===== src/rtl/mem_access_stage.sv =====
// MIPS memory stage: accepts execute results, drives a req/ack data-memory port with big-endian lane steering,
// and emits one writeback record per operation. Define MEM_MISALIGN_TRAP_EN to trap misaligned half/word accesses.
module mem_access_stage #(
  parameter int ADDR_WIDTH     = 32,
  parameter int TIMEOUT_CYCLES = 255
) (
  input  logic                  clock,
  input  logic                  reset,
  input  logic                  ex_valid,
  output logic                  ex_ready,
  input  logic [31:0]           ex_addr,
  input  logic [31:0]           ex_store_data,
  input  logic                  ex_rw_d,
  input  logic                  ex_store,
  input  logic [1:0]            ex_access_size,
  input  logic                  ex_unsigned,
  input  logic [4:0]            ex_rd,
  output logic                  dm_req,
  output logic [ADDR_WIDTH-1:0] dm_addr,
  output logic                  dm_we,
  output logic [3:0]            dm_byte_en,
  output logic [31:0]           dm_wdata,
  input  logic                  dm_ack,
  input  logic [31:0]           dm_rdata,
  output logic                  wb_valid,
  output logic                  wb_we,
  output logic [4:0]            wb_rd,
  output logic [31:0]           wb_data,
  output logic                  mem_err
);
  localparam int TW = $clog2(TIMEOUT_CYCLES + 1);
  localparam logic [TW-1:0] TMAX = TW'(TIMEOUT_CYCLES - 1);

  typedef enum logic [1:0] {IDLE, ACCESS, RESP} state_t;

  typedef struct packed {
    logic [ADDR_WIDTH-1:0] addr;
    logic [1:0]            lo;
    logic [31:0]           wdata;
    logic [3:0]            be;
    logic                  we;
    logic [1:0]            size;
    logic                  uns;
    logic [4:0]            rd;
  } req_t;

  state_t          state, state_d;
  req_t            rq;
  logic [TW-1:0]   tcnt;
  logic            misal;
  logic [31:0]     st_wdata;
  logic [3:0]      st_be;
  logic [31:0]     ld_data;
  logic [3:0][7:0] rlanes;
  logic [7:0]      ld_b;
  logic [15:0]     ld_h;

`ifdef MEM_MISALIGN_TRAP_EN
  // Size 11 is handled as a word, so it traps on the same rule.
  assign misal = ex_rw_d &&
                 ((ex_access_size == 2'b01 && ex_addr[0]) ||
                  ((ex_access_size == 2'b00 || ex_access_size == 2'b11) && ex_addr[1:0] != 2'b00));
`else
  assign misal = 1'b0;
`endif

  always_comb begin
    st_wdata = ex_store_data;
    st_be    = 4'b1111;
    case (ex_access_size)
      2'b10: begin
        st_wdata = {4{ex_store_data[7:0]}};
        st_be    = 4'b1000 >> ex_addr[1:0];
      end
      2'b01: begin
        st_wdata = {2{ex_store_data[15:0]}};
        st_be    = ex_addr[1] ? 4'b0011 : 4'b1100;
      end
      default: ;
    endcase
  end

  // Big-endian: lane 3 (bits 31:24) is byte offset 0, so the lane index is ~lo.
  assign rlanes = dm_rdata;
  assign ld_b   = rlanes[~rq.lo];
  assign ld_h   = rq.lo[1] ? dm_rdata[15:0] : dm_rdata[31:16];

  always_comb begin
    ld_data = dm_rdata;
    case (rq.size)
      2'b10:   ld_data = rq.uns ? {24'b0, ld_b} : {{24{ld_b[7]}}, ld_b};
      2'b01:   ld_data = rq.uns ? {16'b0, ld_h} : {{16{ld_h[15]}}, ld_h};
      default: ;
    endcase
  end

  always_ff @(posedge clock) begin
    if (reset) state <= IDLE;
    else       state <= state_d;
  end

  always_comb begin
    state_d = state;
    case (state)
      IDLE:    if (ex_valid) state_d = (!ex_rw_d || misal) ? RESP : ACCESS;
      ACCESS:  if (dm_ack || tcnt == TMAX) state_d = RESP;
      RESP:    state_d = IDLE;
      default: state_d = IDLE;
    endcase
  end

  always_ff @(posedge clock) begin
    if (reset) begin
      rq      <= '0;
      tcnt    <= '0;
      wb_we   <= 1'b0;
      wb_rd   <= '0;
      wb_data <= '0;
      mem_err <= 1'b0;
    end else begin
      mem_err <= 1'b0;
      case (state)
        IDLE: if (ex_valid) begin
          wb_rd <= ex_rd;
          if (!ex_rw_d) begin
            wb_data <= ex_addr;
            wb_we   <= (ex_rd != 5'd0);
          end else if (misal) begin
            wb_data <= '0;
            wb_we   <= 1'b0;
            mem_err <= 1'b1;
          end else begin
            rq.addr  <= {ex_addr[ADDR_WIDTH-1:2], 2'b00};
            rq.lo    <= ex_addr[1:0];
            rq.we    <= ex_store;
            rq.wdata <= ex_store ? st_wdata : 32'd0;
            rq.be    <= ex_store ? st_be : 4'b1111;
            rq.size  <= ex_access_size;
            rq.uns   <= ex_unsigned;
            rq.rd    <= ex_rd;
            tcnt     <= '0;
          end
        end
        ACCESS: begin
          if (dm_ack) begin
            wb_data <= rq.we ? 32'd0 : ld_data;
            wb_we   <= !rq.we && (rq.rd != 5'd0);
          end else if (tcnt == TMAX) begin
            wb_data <= '0;
            wb_we   <= 1'b0;
            mem_err <= 1'b1;
          end else begin
            tcnt <= tcnt + TW'(1);
          end
        end
        default: ;
      endcase
    end
  end

  assign ex_ready   = (state == IDLE) && !reset;
  assign dm_req     = (state == ACCESS);
  assign wb_valid   = (state == RESP);
  assign dm_addr    = rq.addr;
  assign dm_we      = rq.we;
  assign dm_byte_en = rq.be;
  assign dm_wdata   = rq.wdata;
endmodule


===== config.mk =====
export PLATFORM = sky130hd
export DESIGN_NAME = mem_access_stage
export DESIGN_NICKNAME = d
export VERILOG_FILES = /design/src/rtl/mem_access_stage.sv
export SDC_FILE = /design/constraint.sdc
export NUM_CORES = 1
export LEC_CHECK = 0
export ABC_CLOCK_PERIOD_IN_PS = 2250
export BUFFER_PORTS_ARGS = -buffer_cell sky130_fd_sc_hd__buf_2
export CAP_MARGIN = 15
export CORE_MARGIN = 2
export CORE_UTILIZATION = 37
export CTS_CLUSTER_DIAMETER = 200
export DETAILED_ROUTE_END_ITERATION = 8
export GPL_TIMING_DRIVEN = 1
export PLACE_DENSITY = 0.58
export RECOVER_POWER = 25
export SYNTH_ARGS = -nofsm -noshare
export SYNTH_HDL_FRONTEND = slang
export SYNTH_SLANG_ARGS = --single-unit
export TNS_END_PERCENT = 10

===== constraint.sdc =====
create_clock -name clock -period 2.25 [get_ports clock]
set_input_delay 0.45 -clock clock [delete_from_list [all_inputs] [get_ports clock]]
set_output_delay 0.45 -clock clock [all_outputs]
set_load 0.03 [all_outputs]

# After elaboration in Yosys (flattened, before gate mapping)
# Index checks and enable logic that the tools add are counted.
# Widths: inputs -> output; s select.
# totals
elab_cells	80
register_bits	126
output_inout_bits	111
inputBits	110
# classes
add_sub_neg	1
n_eq_ne	14
reduce_logical	15
n_bitwise	2
order_cmp	1
mux	32
n_shift	1
# op_table
operator	count
$mux 32	8
$pmux 32 s2	3
$mux 8	5
$bmux 8 s2	1
$mux 16	1
$pmux 8 s2	1
$ne 2x2->1 const B	5
$reduce_bool 5->1	2
$add 8x1->8 const B	1
$eq 8x8->1 const B	1
$mux 4	2
$pmux 4 s2	1
$eq 2x1->1 const B	3
$eq 2x2->1 const B	3
$mux 2	3
$mux 1	5
$reduce_and 5->1	1
$pmux 2 s2	1
$reduce_and 2->1	2
$reduce_and 4->1	1
$shr 4x2->4 const A	1
$lt 2x3->1 const B	1
$ne 3x1->1 const B	1
$reduce_and 3->1	1
other kinds (10)	12

# Depth between registers and ports, before layout
# Gate-level depths: netlist of the first run.
# logic_depth
word_depth	8
depth_mapped	9
ltp_nobuf	6

# Worst setup path before layout of the first run
# Ideal clock, no wire load.
# synth_timing
kind	input port to output port
start	in reset
end	out ex_ready
required_time_ps	1800
cell_stages	3
arrival_ps	1490
path_slack_ps	310
path_cell_list	clkbuf_1 > clkbuf_1 > nor3_1
# synth_between
elab_chain_cells	2
# synth_rtl
item	line_no	source
from (decl)	8	input logic reset,
$logic_not 1->1	161	assign ex_ready = (state == IDLE) && !reset;
$logic_and 1x1->1	161	
to (decl)	10	output logic ex_ready,
# No other way between the ends.

# Worst setup path after layout of the first run
# layout_timing
start	reg rq[6] (netlist name)
end	reg wb_data[6]
# layout_between
elab_chain_cells	5
word_cells_on_any_way	6
# layout_rtl
item	line_no	source
from (decl)	48	req_t rq;
$eq 2x1->1 or $eq 2x2->1 (tied branches)	90	case (rq.size)
$pmux 32 s2 (*)	90	
$mux 32 (*)	146	wb_data <= rq.we ? 32'd0 : ld_data;
$mux 32 (*)	145	if (dm_ack) begin
$pmux 32 s2 (*)	122	case (state)
to (signal assigned)	126	wb_data <= ex_addr;
to (signal assigned)	146	
to (decl)	28	output logic [31:0] wb_data,
# Every way passes the cells marked *; elsewhere a longest branch is shown, timed or not.
# A chain may end at the register's enable or synchronous reset.

==> results.sh, run 1 <==
export IMPL_drive_gt1_frac=0.240
export IMPL_routed_wl_mm=20.6
export IMPL_routedWlPerCell_um=17.2
export IMPL_gp_congestion=0.869
export IMPL_synth_area_um2=6490
export IMPL_synthArstFlopShare=0
export IMPL_grt_pass1_vias=5818
export IMPL_max_freq_ghz=0.476
export IMPL_areaGrowthSynthToFinish_pct=21.8
export IMPL_fill_cells=1773
export IMPL_min_period_ns=2.10
export IMPL_antenna_found_initial=0
export IMPL_critPathMaxFanout=7
export IMPL_setup_viol=0
export IMPL_cts_tree="yes"
export IMPL_syn_avg_cell_area_um2=7.87
export IMPL_port_buffers=218
export IMPL_hpwlAfterDp_mm=15.2
export IMPL_power_internal_w=0.00438
export IMPL_rsz0062_at_grt="false"
export IMPL_p_seq_frac=0.388
export IMPL_clockBufferDepth=2
export IMPL_cap_viol_max_count=0
export IMPL_p_sw_w=0.00186
export IMPL_fin_crit_sh=0.934
export IMPL_placementRows=48
export IMPL_yosysWarningCount=0
export IMPL_cp_arrival_ns=2.39
export IMPL_synth_seq_cells=126
export IMPL_finalMaxSlewViolations=0
export IMPL_drcViolationCount=0
export IMPL_clk_pin_slew_ns=0.06
export IMPL_postLayoutCellArea_um2=7900
export IMPL_die_x_um=136
export IMPL_fin_worst_skew_ns=0.00829
export IMPL_hold_buffers=0
export IMPL_grt_pass1_wl_mm=31.5
export IMPL_cts_inserted_buffers=17
export IMPL_finalPower_w=0.00624
export IMPL_holdCritPathClass="primary input to flop"
export IMPL_avgViaCountPerCell=5.30
export IMPL_clk_latency_ns=0.42
export IMPL_ir_worst_vdd_mv=0.525
export IMPL_synth_cells=824
export IMPL_antenna_left=0
export IMPL_switching_share=0.298
export IMPL_finalHoldViolCount=0
export IMPL_p_per_area_nw_per_um2=790
export IMPL_htree_levels=4
export IMPL_status="complete, no violations"
export IMPL_critPathKind="flop to flop"
export IMPL_root_buffer="clkbuf_16"
export IMPL_worstPathRequired_ns=2.54
export IMPL_yosysSeqAreaShare=0.389
export IMPL_pwr_share_comb=0.178
export IMPL_drtIter0Drc=387
export IMPL_num_vias=6336
export IMPL_fp_dieH_um=136
export IMPL_start_kind="flop"
export IMPL_grt_max_degree=79
export IMPL_ios=221
export IMPL_antennaDiodeCount=0
export IMPL_gr_usage_all_layers=0.219
export IMPL_cts_sinks=126
export IMPL_endpoint_kind="flop"
export IMPL_p_leak_nw=3.00
export IMPL_place_area_um2=7390
export IMPL_synth_cell_types=51
export IMPL_worst_pin_slew_ns=0.923
export IMPL_design_die_area_um2=18600
export IMPL_drt_pass1_iterations=5
export IMPL_tns_ns=0
export IMPL_post_cts_buffers=0
export IMPL_coreArea_um2=17200
export IMPL_max_slew_margin_rel=0.381
export IMPL_yosys_most_used_dff="dfxtp_1"
export IMPL_grt_ovfl_total=0
export IMPL_nets=1074
export IMPL_cts_resized=0
export IMPL_floorplan_initialDensity=0.376
export IMPL_clkPwrFrac=0.434
export IMPL_synth_edf_count=0
-- final cells by class --
class | count | area, um^2 | area share
clock buffer | 19 | 443 | 0.0561
sequential | 126 | 2520 | 0.319
multi-input combinational | 550 | 3150 | 0.399
inverter | 11 | 41.3 | 0.00523
clock inverter | 13 | 141 | 0.0179
tap | 225 | 282 | 0.0356
timing repair buffer | 252 | 1320 | 0.166
-- synthesized netlist by cell type (2+ instances only) --
cell | number | share of area
buf_2 | 13 | 0.010
a311oi_1 | 17 | 0.023
o21ai_0 | 36 | 0.028
o32ai_1 | 7 | 0.0095
buf_1 | 4 | 0.0023
nand2b_1 | 5 | 0.0048
xnor2_1 | 4 | 0.0054
a21oi_1 | 112 | 0.086
a211oi_1 | 7 | 0.0081
or4_1 | 3 | 0.0035
clkbuf_1 | 51 | 0.030
a21o_1 | 2 | 0.0023
nand3_1 | 18 | 0.014
a41oi_1 | 16 | 0.022
nand4_1 | 2 | 0.0019
ha_1 | 6 | 0.012
o211ai_1 | 15 | 0.017
nor3_1 | 20 | 0.015
dfxtp_1 | 126 | 0.39
nand4bb_1 | 2 | 0.0035
nor4b_1 | 16 | 0.022
nand2_1 | 165 | 0.095
buf_6 | 2 | 0.0035
nor2_1 | 23 | 0.013
buf_4 | 68 | 0.079
o22ai_1 | 2 | 0.0019
inv_1 | 8 | 0.0046
nor2b_1 | 16 | 0.015
a22o_1 | 8 | 0.011
mux2i_1 | 14 | 0.022
clkinv_1 | 2 | 0.0012
a221oi_1 | 15 | 0.020
-- flip-flops by register name, indices dropped and copies added (netlist names), 2 cells and up --
signal / cells
dm_wdata: 32
wb_data: 32
dm_addr: 30
rq: 10
tcnt: 8
wb_rd: 5
dm_byte_en: 4
state: 2
-- layer usage --
layer,wire [um],global-route usage,up-vias
met5,0,0,-
met4,365,0.0619,0
met3,1510,0.0619,24
met2,9730,0.354,229
met1,9000,0.284,2941
li1,-,-,3142
-- metrics by stage --
stage,setup slack (ns),std cells,hold WS (ns),utilization
floorplan,0.310,825,0.431,-
global placement,0.293,1164,0.438,0.428
detailed placement,0.195,1164,0.440,0.428
CTS,0.232,1196,0.262,0.462
global route,0.0784,1196,0.272,0.458
finish,0.150,1196,0.277,0.458
-- critical path, cell delays in order, from the launching register on --
cell	delay, ns
dfxtp_1	0.36
inv_1	0.06
ha_1	0.32
a211oi_1	0.74
o32ai_1	0.21
o211ai_1	0.16
a311oi_1	0.12
-- power groups by stage --
stage | sequential, W | combinational (W) | clock [W]
3_3_place_gp | 0.00247 | 0.00112 | 0
2_1_floorplan | 0.00257 | 0.000659 | 0
6_report | 0.00242 | 0.00111 | 0.00271
5_1_grt | 0.00243 | 0.00120 | 0.00287
3_5_place_dp | 0.00247 | 0.00113 | 0
4_1_cts | 0.00242 | 0.00113 | 0.00276
-- cell usage in the layout, fill, tap and decap left out, types with 3 or more instances in the layout --
cell          n
nor3_1       20
buf_12        3
a22o_1        8
clkbuf_1     58
nor4b_1      16
xnor2_1       4
o211ai_1     15
o32ai_1       7
mux2i_1      14
buf_4        32
a41oi_1      16
nor2b_1      16
nand2b_1      5
ha_1          6
clkinvlp_4    6
nand2_1     165
buf_2       160
a311oi_1     17
inv_1         8
a21oi_1     112
a211oi_1      7
nand3_1      18
clkbuf_16    17
nor2_1       23
dfxtp_1     126
or4_1         3
a221oi_1     15
o21ai_0      36
-- cells by family after synthesis --
group	synth area share
buffers and inverters	0.130
multiplexers	0.0216
AO/OA/AOI/OAI	0.238
AND/OR/NAND/NOR	0.203
adder cells (fa/ha/maj)	0.0116
XOR/XNOR	0.00675
other	0.000578
flip-flops	0.389
-- path summary, 6_finish.rpt --
path,start,to,slack (ns),cells past startpoint
max,rq[6],wb_data[6],0.15,6
min,ex_addr[23],dm_addr[23],0.28,3
max reg2reg,rq[6],wb_data[6],0.15,6
min reg2reg,dm_wdata[11],dm_wdata[11],0.45,2
Power figures use the tool's default switching activity.
==> inputs of run 2 (changes only) <==
Settings changed: MAX_ROUTING_LAYER from default to met4, REMOVE_ABC_BUFFERS from default to 1.
==> run 2 against run 1 <==
Effect of this change:
- global-route usage is 0.69 points higher
- power is 1.9% higher
- routed wire length is 0.55% lower
- register-to-register slack better by 0.07 ns
- clock power is 4% higher
- first-iteration DRC count is 5.4% higher
- die area stayed put
- cell count is 0.17% higher
- utilization is 0.20 points higher
- clock skew hardly changed
- sequential power hardly changed
- largest power group unchanged
- highest routed layer unchanged
==> results.sh, run 2 (synthesized netlist as in run 1, its figures left out) <==
export IMPL_crit_family="simple AND/OR/NAND/NOR gates"
export IMPL_antenna_left=0
export IMPL_gp_congestion=0.857
export IMPL_areaGrowthSynthToFinish_pct=22.3
export IMPL_design_die_area_um2=18600
export IMPL_cts_sinks=126
export IMPL_clkPwrFrac=0.445
export IMPL_gr_usage_all_layers=0.226
export IMPL_endpoint_kind="flop"
export IMPL_fin_ws_ns=0.215
export IMPL_root_buffer="clkbuf_16"
export IMPL_drive_gt1_frac=0.238
export IMPL_r2r_slack_ns=0.22
export IMPL_cts_tree="yes"
export IMPL_max_freq_ghz=0.491
export IMPL_p_sw_w=0.00183
export IMPL_clockBufferDepth=2
export IMPL_num_vias=6404
export IMPL_p_leak_nw=3.02
export IMPL_cp_arrival_ns=2.37
export IMPL_drt_pass1_iterations=5
export IMPL_pwr_share_comb=0.173
export IMPL_final_cell_mix="165 x nand2_1, 159 x buf_2, 126 x dfxtp_1, 112 x a21oi_1, 59 x clkbuf_1"
export IMPL_min_period_ns=2.03
export IMPL_floorplan_initialDensity=0.376
export IMPL_cp_slowest_cell="dfxtp_1"
export IMPL_hold_buffers=0
export IMPL_die_x_um=136
export IMPL_cp_common_cell="buf_4"
export IMPL_hpwlAfterDp_mm=15.0
export IMPL_p_per_area_nw_per_um2=801
export IMPL_holdCritPathClass="primary input to flop"
export IMPL_fin_crit_sh=0.904
export IMPL_grt_pass1_wl_mm=31.8
export IMPL_fill_cells=1778
export IMPL_p_seq_frac=0.382
export IMPL_dp_slack_ns=0.236
export IMPL_coreArea_um2=17200
export IMPL_ios=221
export IMPL_max_slew_margin_rel=0.460
export IMPL_routedWlPerCell_um=17.1
export IMPL_cp_num_buf_inv=2
export IMPL_clk_latency_ns=0.42
export IMPL_nets=1071
export IMPL_clk_pin_slew_ns=0.06
export IMPL_setup_viol=0
export IMPL_placementRows=48
export IMPL_critPathMaxFanout=16
export IMPL_routed_wl_mm=20.5
export IMPL_worst_pin_slew_ns=0.805
export IMPL_htree_levels=4
export IMPL_post_cts_buffers=0
export IMPL_fp_dieH_um=136
export IMPL_status="complete, no violations"
export IMPL_worstPathRequired_ns=2.58
export IMPL_critPathKind="flop to flop"
export IMPL_start_kind="flop"
export IMPL_finalHoldViolCount=0
export IMPL_crit_chain="buf_4, nand4bb_1, nor2_2, o211ai_1, buf_4, a41oi_1"
export IMPL_port_buffers=218
export IMPL_finalMaxSlewViolations=0
export IMPL_cap_viol_max_count=0
export IMPL_avgViaCountPerCell=5.35
export IMPL_grt_pass1_vias=5985
export IMPL_grt_ovfl_total=0
export IMPL_power_internal_w=0.00453
export IMPL_tns_ns=0
export IMPL_drtIter0Drc=408
export IMPL_cts_inserted_buffers=17
export IMPL_grt_max_degree=62
export IMPL_critPathMaxStageDelay_ns=0.53
export IMPL_cts_resized=0
export IMPL_switching_share=0.287
export IMPL_antenna_found_initial=5
export IMPL_drcViolationCount=0
export IMPL_ir_worst_vdd_mv=0.534
export IMPL_rsz0062_at_grt="false"
export IMPL_final_common_cell="nand2_1"
export IMPL_fin_worst_skew_ns=0.00866
==> run 2: worst reg2reg max path, delay by kind of cell (launching register included) <==
| kind | cells | cell delay (ns) |
|---|---|---|
| AOI/OAI and AO/OA | 2 | 0.36 |
| and+or+nand+nor | 2 | 0.60 |
| buffers and inverters | 2 | 0.47 |
| DFF | 1 | 0.53 |
==> run 2: layout make-up <==
cell class | instances | area [um^2] | share of cell area
Antenna cell | 5 | 12.5 | 0.00158
Timing Repair Buffer | 249 | 1300 | 0.164
Tap cell | 225 | 282 | 0.0355
Clock buffer | 24 | 512 | 0.0645
Clock inverter | 8 | 104 | 0.0131
Sequential cell | 126 | 2520 | 0.318
Inverter | 11 | 41.3 | 0.00520
Multi-Input combinational cell | 550 | 3160 | 0.398
==> run 2: per-layer routing <==
layer  vias to the layer above  track usage  part of all wire
li1                       3134            -                 -
met3                        26       0.0623             0.070
met5                         -            -                 0
met2                       240        0.353              0.47
met1                      3004        0.281              0.44
met4                         0       0.0752             0.016
==> run 2: worst paths after layout <==
kind | from | endpoint | cells after the start
setup / recovery | state[0] | wb_data[16] | 6
hold / removal | ex_unsigned | rq[5] | 3
setup reg to reg | state[0] | wb_data[16] | 6
hold reg to reg | dm_wdata[3] | dm_wdata[3] | 2
==> run 2: metrics by stage <==
| stage | hold slack (ns) | utilization | instance area, um^2 | total power (W) | cells |
|---|---|---|---|---|---|
| global route | 0.274 | 0.460 | 7930 | 0.00663 | 1198 |
| detailed placement | 0.441 | 0.428 | 7380 | 0.00359 | 1161 |
| finish | 0.275 | 0.460 | 7930 | 0.00636 | 1198 |
| CTS | 0.256 | 0.464 | 7990 | 0.00643 | 1193 |
| floorplan | 0.425 | - | 5690 | 0.00310 | 687 |
| global placement | 0.435 | 0.428 | 7380 | 0.00359 | 1161 |
==> run 2: power by group through the flow <==
stage / Clock [W] / Combinational [W] / Sequential (W)
final: 0.00283 / 0.00110 / 0.00243
after global routing: 0.00299 / 0.00120 / 0.00244
after CTS: 0.00288 / 0.00112 / 0.00243
after detailed placement: 0 / 0.00112 / 0.00247
after global placement: 0 / 0.00111 / 0.00247
after floorplan: 0 / 0.000410 / 0.00269
==> inputs of run 3 (changes only) <==
Settings changed: PLACE_DENSITY 0.58 to default.
==> run 3 against run 2 <==
Effect of this change:
- register-to-register slack worse by 0.02 ns
- power is essentially flat
- largest cell class unchanged
- combinational power is essentially flat
- die area stayed put
- via count down 1.7%
- largest power group unchanged
- non-clock buffer count grew 9
- highest routed layer unchanged
- flip-flop and latch count stayed put
==> results.sh, run 3 (synthesized netlist as in run 1, its figures left out) <==
export IMPL_worstPathRequired_ns=2.54
export IMPL_clk_pin_slew_ns=0.06
export IMPL_die_x_um=136
export IMPL_coreArea_um2=17200
export IMPL_holdCritPathClass="primary input to flop"
export IMPL_grt_max_degree=68
export IMPL_htree_levels=4
export IMPL_areaGrowthSynthToFinish_pct=22.9
export IMPL_max_slew_margin_rel=0.346
export IMPL_gr_usage_all_layers=0.223
export IMPL_cp_arrival_ns=2.34
export IMPL_clk_latency_ns=0.42
export IMPL_critPathMaxFanout=7
export IMPL_design_die_area_um2=18600
export IMPL_cts_inserted_buffers=17
export IMPL_placed_cells=1170
export IMPL_grt_pass1_wl_mm=31.4
export IMPL_grt_pass1_vias=5956
export IMPL_cts_resized=0
export IMPL_rr_worst_depth=6
export IMPL_antenna_left=0
export IMPL_drt_pass1_iterations=4
export IMPL_root_buffer="clkbuf_16"
export IMPL_cts_tree="yes"
export IMPL_placementRows=48
export IMPL_status="complete, no violations"
export IMPL_fin_worst_skew_ns=0.0120
export IMPL_start_kind="flop"
export IMPL_r2r_start="rq[6]"
export IMPL_rsz0062_at_grt="false"
export IMPL_hp_start="ex_unsigned"
export IMPL_final_common_cell="nand2_1"
export IMPL_max_freq_ghz=0.486
export IMPL_routedWlPerCell_um=17.0
export IMPL_antenna_found_initial=4
export IMPL_hpwlAfterDp_mm=15.1
export IMPL_final_cells=1206
export IMPL_fill_cells=1752
export IMPL_grt_ovfl_total=0
export IMPL_r2r_slack_ns=0.19
export IMPL_reg2reg_to="wb_data[4]"
export IMPL_nets=1080
export IMPL_p_per_area_nw_per_um2=798
export IMPL_hold_buffers=0
export IMPL_port_buffers=218
export IMPL_ios=221
export IMPL_endpoint_kind="flop"
export IMPL_fp_dieH_um=136
export IMPL_num_vias=6297
export IMPL_post_cts_buffers=0
export IMPL_ir_worst_vdd_mv=0.510
export IMPL_whs_path_depth=3
export IMPL_finalHoldViolCount=0
export IMPL_drcViolationCount=0
export IMPL_worst_pin_slew_ns=0.974
export IMPL_gp_congestion=0.864
export IMPL_routed_wl_mm=20.5
export IMPL_final_cell_mix="165 x nand2_1, 160 x buf_2, 126 x dfxtp_1, 112 x a21oi_1, 60 x clkbuf_1"
export IMPL_drtIter0Drc=280
export IMPL_setup_viol=0
export IMPL_cts_sinks=126
export IMPL_min_period_ns=2.06
export IMPL_finalMaxSlewViolations=0
export IMPL_whs_endpoint="rq[5]"
export IMPL_cap_viol_max_count=0
export IMPL_fin_crit_sh=0.915
export IMPL_floorplan_initialDensity=0.376
export IMPL_critPathKind="flop to flop"
export IMPL_tns_ns=0
export IMPL_avgViaCountPerCell=5.22
export IMPL_drive_gt1_frac=0.243
export IMPL_p_leak_nw=3.05
export IMPL_clockBufferDepth=2
==> run 3: layout make-up <==
type / instances / area (um^2) / area share
clock buffer: 22 / 464 / 0.0582
inverter: 11 / 41.3 / 0.00518
clock inverter: 10 / 136 / 0.0171
sequential: 126 / 2520 / 0.316
antenna: 4 / 10.0 / 0.00126
timing repair buffer: 258 / 1360 / 0.171
tap: 225 / 282 / 0.0353
multi-input combinational: 550 / 3150 / 0.396
==> run 3: power breakdown <==
group	internal [W]	total (W)	switching [W]
combinational	0.000382	0.00111	0.000726
sequential	0.00235	0.00243	0.0000752
clock	0.00180	0.00282	0.00103
total	0.00453	0.00636	0.00183
==> run 3: worst max-delay path by stage <==
stage | start | end | slack, ns | cells past startpoint
floorplan | state[0] | dm_byte_en[0] | -3.64 | 4
global placement | rq[6] | wb_data[4] | 0.28 | 6
detailed placement | rq[6] | wb_data[0] | 0.26 | 6
CTS | state[1] | wb_valid | 0.19 | 3
global route | rq[6] | wb_data[6] | 0.01 | 6
finish | rq[6] | wb_data[4] | 0.19 | 6
==> run 3: critical path, stage by stage (launching register included) <==
cell      delay, ns
dfxtp_1        0.35
inv_1          0.05
ha_1           0.30
a211oi_1       0.77
o32ai_1        0.22
o211ai_1       0.13
a311oi_1       0.11
==> run 3: per-layer routing <==
| metal | GRT usage | wire, um |
|---|---|---|
| met2 | 0.351 | 9650 |
| met3 | 0.0597 | 1430 |
| met1 | 0.276 | 9070 |
| met4 | 0.0770 | 315 |
| met5 | - | 0 |
==> run 3: metrics by stage <==
step | util | setup WS [ns] | hold WS (ns) | total power [W] | cell area [um^2]
6_report | 0.462 | 0.192 | 0.265 | 0.00636 | 7970
5_1_grt | 0.462 | 0.0118 | 0.266 | 0.00661 | 7970
4_1_cts | 0.466 | 0.186 | 0.254 | 0.00643 | 8030
3_5_place_dp | 0.431 | 0.262 | 0.440 | 0.00360 | 7430
3_3_place_gp | 0.431 | 0.275 | 0.435 | 0.00359 | 7430
2_1_floorplan | - | -3.64 | 0.425 | 0.00310 | 5690
